<file path="src/rtl/bit_permuter.sv">
// ---------------------------------------------------------------------------
// bit_permuter
//   Single-stage, valid/ready registered bit permutation unit.
//   The permutation network is purely combinational and feeds one output
//   register, so a result is always available exactly one cycle after the
//   input handshake. Full throughput (one word per cycle) is kept by letting
//   a new word enter in the same cycle the held one leaves.
//
// Parameters
//   WIDTH : data width in bits (multiple of GROUP)
//   GROUP : group size in bits for the group-level modes (>= 2)
//   CNT_W : width of the completed-output-transfer counter
//
// Ports
//   clk       : clock, all state updates on the rising edge
//   reset     : synchronous active-high reset
//   in_valid  : in_data / in_mode valid this cycle
//   in_ready  : block accepts an input this cycle
//   in_data   : word to permute
//   in_mode   : 00 pass, 01 reverse all bits, 10 reverse group order,
//               11 reverse bits inside each group
//   out_valid : out_data holds a result
//   out_ready : downstream accepts out_data this cycle
//   out_data  : permuted word
//   out_mode  : mode that produced out_data
//   xfer_cnt  : number of completed output transfers (wraps)
// ---------------------------------------------------------------------------
module bit_permuter #(
  parameter int WIDTH = 32,
  parameter int GROUP = 8,
  parameter int CNT_W = 16
) (
  input  logic             clk,
  input  logic             reset,
  input  logic             in_valid,
  output logic             in_ready,
  input  logic [WIDTH-1:0] in_data,
  input  logic [1:0]       in_mode,
  output logic             out_valid,
  input  logic             out_ready,
  output logic [WIDTH-1:0] out_data,
  output logic [1:0]       out_mode,
  output logic [CNT_W-1:0] xfer_cnt
);

  localparam int NGRP = WIDTH / GROUP;

  // Permutation candidates
  logic [WIDTH-1:0] rev_all;
  logic [WIDTH-1:0] rev_grp_order;
  logic [WIDTH-1:0] rev_in_grp;
  logic [WIDTH-1:0] perm;

  genvar gi, gj;
  generate
    for (gi = 0; gi < WIDTH; gi++) begin : g_rev_all
      assign rev_all[gi] = in_data[WIDTH-1-gi];
    end
    for (gi = 0; gi < NGRP; gi++) begin : g_grp
      assign rev_grp_order[gi*GROUP +: GROUP] = in_data[(NGRP-1-gi)*GROUP +: GROUP];
      for (gj = 0; gj < GROUP; gj++) begin : g_bit
        assign rev_in_grp[gi*GROUP + gj] = in_data[gi*GROUP + GROUP-1-gj];
      end
    end
  endgenerate

  always_comb begin
    perm = in_data;
    unique case (in_mode)
      2'b00: perm = in_data;
      2'b01: perm = rev_all;
      2'b10: perm = rev_grp_order;
      2'b11: perm = rev_in_grp;
      default: perm = in_data;
    endcase
  end

  // Output register state
  logic             valid_q, valid_d;
  logic [WIDTH-1:0] data_q,  data_d;
  logic [1:0]       mode_q,  mode_d;
  logic [CNT_W-1:0] cnt_q,   cnt_d;

  logic in_hs;
  logic out_hs;

  // The slot can take a new word when empty or when it empties this cycle.
  assign in_ready = (~valid_q | out_ready) & ~reset;
  assign in_hs    = in_valid & in_ready;
  assign out_hs   = valid_q & out_ready;

  always_comb begin
    valid_d = valid_q;
    data_d  = data_q;
    mode_d  = mode_q;
    cnt_d   = cnt_q;
    if (in_hs) begin
      // New word replaces the held one (also covers the simultaneous case).
      valid_d = 1'b1;
      data_d  = perm;
      mode_d  = in_mode;
    end else if (out_hs) begin
      // Data and mode are left untouched so the last result stays visible.
      valid_d = 1'b0;
    end
    if (out_hs) begin
      cnt_d = cnt_q + 1'b1;  // natural wrap at 2^CNT_W
    end
  end

  always_ff @(posedge clk) begin
    if (reset) begin
      valid_q <= 1'b0;
      data_q  <= '0;
      mode_q  <= 2'b00;
      cnt_q   <= '0;
    end else begin
      valid_q <= valid_d;
      data_q  <= data_d;
      mode_q  <= mode_d;
      cnt_q   <= cnt_d;
    end
  end

  assign out_valid = valid_q;
  assign out_data  = data_q;
  assign out_mode  = mode_q;
  assign xfer_cnt  = cnt_q;

endmodule

</file>
<file path="config.mk">
export PLATFORM = sky130hd
export DESIGN_NAME = bit_permuter
export DESIGN_NICKNAME = d
export VERILOG_FILES = /design/src/rtl/bit_permuter.sv
export SDC_FILE = /design/constraint.sdc
export NUM_CORES = 1
export LEC_CHECK = 0
export CORE_ASPECT_RATIO = 1.1
export CORE_MARGIN = 3
export CORE_UTILIZATION = 42
export DETAILED_ROUTE_END_ITERATION = 12
export GPL_TIMING_DRIVEN = 0
export PLACE_DENSITY = 0.77
export SYNTH_ARGS = -nofsm -noshare
export SYNTH_HDL_FRONTEND = slang
export SYNTH_SLANG_ARGS = --single-unit
</file>
<file path="constraint.sdc">
create_clock -name clk -period 1.9 [get_ports clk]
set_clock_uncertainty 0.2 [all_clocks]
set_input_delay 0.19 -clock clk [delete_from_list [all_inputs] [get_ports clk]]
set_output_delay 0.19 -clock clk [all_outputs]
set_load 0.1 [all_outputs]
</file>
# After elaboration in Yosys (flattened, before gate mapping)
# Cells that the tools add are included.
dict set report totals {
  ff_bits 51
  latchBits 0
  mem_bits_rw 0
  romBits 0
  out_inout_bits 52
  wordCells 19
  memories 0
}
dict set report classes {
  addsub 1
  multipliers 0
  n_div 0
  magnitude_cmp 0
  eq_ne 3
  shift 0
  n_mux 3
  bitwise_logic 6
  n_reduce_logical 2
}
# op count
set ops {}
lappend ops {{case mux 32 bit (4 select lines)} 1}
lappend ops {{adder 16 x 1 -> 16 bit, second input constant} 1}
lappend ops {{equality test 2 bit, second input constant} 2}
lappend ops {{bitwise AND 1 bit} 3}
lappend ops {{equality test 2 x 1 -> 1 bit, second input constant} 1}
lappend ops {{zero test 2 bit} 1}
lappend ops {{two-way mux 1 bit} 2}
lappend ops {{NOT 1 bit} 2}
lappend ops {{nonzero test 2 bit} 1}
lappend ops {{bitwise OR 1 bit} 1}

# Depth between registers and ports, before layout
dict set report depth {
  word_depth 5
  mapped_depth 7
  ltp_nobuf 5
}

# Least setup slack after synthesis
# OpenSTA, ideal clock, no wires.
dict set report synth_path {
  path_kind {register to output}
  startpoint {reg valid_q, in the netlist out_valid}
  endpoint {out in_ready}
  arrival_ns 2.220
  required_ns 1.510
  setup_slack_ns -0.710
  path_stages_with_launch 3
  n_path_buf 0
  cell_sequence {dfxtp_1 -> nor2b_1 -> nor2_1}
}
dict set report synth_via {
  elab_chain_len 3
}
# element line_no
set synth_rtl {}
lappend synth_rtl {{start: declaration} 79} ;# logic valid_q, valid_d;
lappend synth_rtl {{start signal: assignment} 118} ;# valid_q <= valid_d;
lappend synth_rtl {{NOT 1 bit} 88} ;# assign in_ready = (~valid_q | out_ready) & ~reset;
lappend synth_rtl {{bitwise OR 1 bit} 88}
lappend synth_rtl {{bitwise AND 1 bit} 88}
lappend synth_rtl {{end: declaration} 36} ;# output logic in_ready,
# Every way passes these cells.

# Worst setup path after layout
dict set report layout_path {
  startpoint {reg data_q[29], in the netlist out_data[29]}
  endpoint {out out_data[29]}
}
# element line_no
set layout_rtl {}
lappend layout_rtl {{start: declaration} 80} ;# logic [WIDTH-1:0] data_q, data_d;
lappend layout_rtl {{start signal: assignment} 119} ;# data_q <= data_d;
lappend layout_rtl {{end: declaration} 41} ;# output logic [WIDTH-1:0] out_data,
# No word-level cell between the ends.

==> results_dict.tcl <==
set metrics [dict create \
    diodes 0 \
    crit_chain "clkdlybuf4s15_1" \
    start_util_pct 43.8 \
    drt_iter0_drc 126 \
    drv_cap 0 \
    port_buffers 87 \
    slowest_delay_ns 0.82 \
    final_cell_mix "37 x nand3_1, 36 x inv_1, 36 x dfxtp_1" \
    cts_root_buffer "clkbuf_8" \
    htree_levels 2 \
    syn_to_final_growth_pct 41.7 \
    tightest_slew_ns 0.952 \
    clk_pin_slew_worst_paths_ns 0.10 \
    avgRoutedWirePerCell_um 16.2 \
    rows 30 \
    fmax_ghz 0.538 \
    grt_max_degree 16 \
    yosysSeqAreaShare_pct 37.4 \
    path_delay_family "buffers and inverters" \
    drive_gt1_share_pct 34.7 \
    grt_pass1_wl_mm 12.2 \
    fp.dieH_um 90.6 \
    dp_cells 445 \
    setup-violations-final 0 \
    synth_top_family_by_area "multiplexers" \
    synthAdderAreaFrac_pct 0.458 \
    synth_seq_cells 51 \
    num-fill-cells 536 \
    track_usage_pct 20.0 \
    routed_wl_mm 7.37 \
    io_pins 90 \
    cts_tree "yes" \
    routabilityCongestion 0.868 \
    cp_max_fo 2 \
    finalMaxSlewViolations 0 \
    cts_made_buffers 5 \
    hold_path_class "register to register" \
    synth.mux.area_fraction_pct 26.4 \
    stdcell_count 455 \
    grt_overflow 0 \
    drc 0 \
    placed_cell_area_um2 3790 \
    core_um2 6230 \
    cellPowerDensity_nw_per_um2 753 \
    clock_latency_ns 0.30 \
    stdcell_area_um2 3870 \
    cp_num_buf_inv 1 \
    die_w_um 82.9 \
    whs_ns 0.269 \
    cts_num_sinks 51 \
    via_count 2540 \
    p_leak_nw 1.50 \
    synthSimpleGateAreaFrac_pct 15.7 \
    final_hold_viol_count 0 \
    first_pass_iters 4 \
    synth_area_per_cell_um2 9.83 \
    cp-start-kind "register" \
    status "finished, final reports clean" \
    cp_data_arrival_time_ns 1.47 \
    ys_types 30 \
    syn_inst 278 \
    critical_path_required_ns 1.51 \
    ant_nets 0 \
    maxSlewHeadroom_pct 36.8 \
    end_kind "primary output" \
    synth_compound_gate_area_share_pct 8.11 \
    synth.net_count 317 \
    antenna_found_initial 0 \
    critical_path_class "register to primary output" \
    post-route-period-util_pct 97.9 \
    nNetsFinal 413 \
    post-route-min-period_ns 1.86 \
    vdd_drop_max_uv 432 \
    hpwl_mm 5.65 \
    synthesis.area_um2 2730 \
    cp_slowest_cell "clkdlybuf4s15_1" \
    dieArea_um2 7510 \
    viasPerCell 5.58 \
    cts_buffer_depth 2 \
    layout_commonest_cell "nand3_1" \
    synth_warnings 0 \
    grt_setup_unrepaired "no" \
    synth-xor-area-share_pct 3.53 \
    first_global_vias 2475 \
    hold_buffers 0 \
]
-- logic make-up after synthesis --
| family | count (synthesis) |
|---|---|
| AO/OA/AOI/OAI | 43 |
| multiplexers | 32 |
| AND/OR/NAND/NOR | 82 |
| XOR/XNOR | 11 |
| adder cells (fa/ha/maj) | 1 |
| buffers and inverters | 58 |
| flip-flops | 51 |
-- synth_stat cells --
cell type  count  area, µm²
a21oi_1        5       25.0
and2_1         1       6.26
and4_1         1       8.76
buf_1          5       18.8
buf_2         10       50.1
clkbuf_1       6       22.5
clkinv_1       1       3.75
dfxtp_1       51       1020
ha_1           1       12.5
inv_1         36        135
mux4_2        32        721
nand2_1        9       33.8
nand3_1       37        185
nand4_1        3       18.8
nand4_4        1       21.3
nor2_1        15       56.3
nor2b_1        1       6.26
nor3_1         3       15.0
nor4_1         3       18.8
o21ai_0       36        180
o31ai_1        1       7.51
o41ai_1        1       8.76
or2_2          1       6.26
or3_1          3       18.8
or3_2          1       7.51
or3b_2         1       8.76
or4_1          1       7.51
or4b_1         1       10.0
xnor2_1        8       70.1
xor2_1         3       26.3
-- registers in the layout, summed over array words and instances, names as in the netlist --
signal,flops
xfer_cnt,16
out_valid,1
out_data,32
out_mode,2
-- path summary, 6_finish.rpt --
check,from,end,slack [ns],cells after the start
min,out_data[10],out_data[10],0.27,2
max reg2reg,xfer_cnt[0],xfer_cnt[14],0.08,5
min reg2reg,out_data[10],out_data[10],0.27,2
max,out_data[29],out_data[29],0.04,1
-- timing repair --
item,in CTS,in global routing
pin swaps,0,1
resized for setup,131,36
buffers inserted,0,3
endpoints found under the setup margin,80,41
-- metrics by stage --
step	TNS (ns)	total power (W)	setup WS [ns]	util, %
6_report	0	0.00292	0.0404	62.1
5_1_grt	0	0.00303	0.00589	62.1
4_1_cts	0	0.00294	0.00115	63.0
3_5_place_dp	-14.12	0.00223	-1.00	60.9
3_3_place_gp	-13.06	0.00222	-1.00	60.9
2_1_floorplan	-0.0741	0.00194	-0.0477	-
-- layer usage --
layer  global-route usage (%)  part of all wire (%)  wire length [µm]
met5                        0                     0                 0
met4                     6.81                   1.7               128
met3                     4.65                   9.2               682
met2                     34.2                    50              3710
met1                     24.8                    39              2850
-- power by group --
part | internal (W) | switching [W] | leakage [nW]
sequential | 0.00112 | 0.0000429 | 0.429
combinational | 0.000291 | 0.000713 | 1.02
clock | 0.000374 | 0.000372 | 0.0594
total | 0.00179 | 0.00113 | 1.50
-- final cells by class --
class | count | area, µm² | area share (%)
multi-input cells | 169 | 1520 | 39.3
repair buffers | 90 | 821 | 21.2
inverters | 37 | 139 | 3.59
flip-flops and latches | 51 | 1070 | 27.6
clock buffers | 7 | 108 | 2.78
plain buffers | 20 | 111 | 2.88
well taps | 80 | 100 | 2.59
clock inverters | 1 | 5.00 | 0.129
Power figures use the tool's default switching activity.
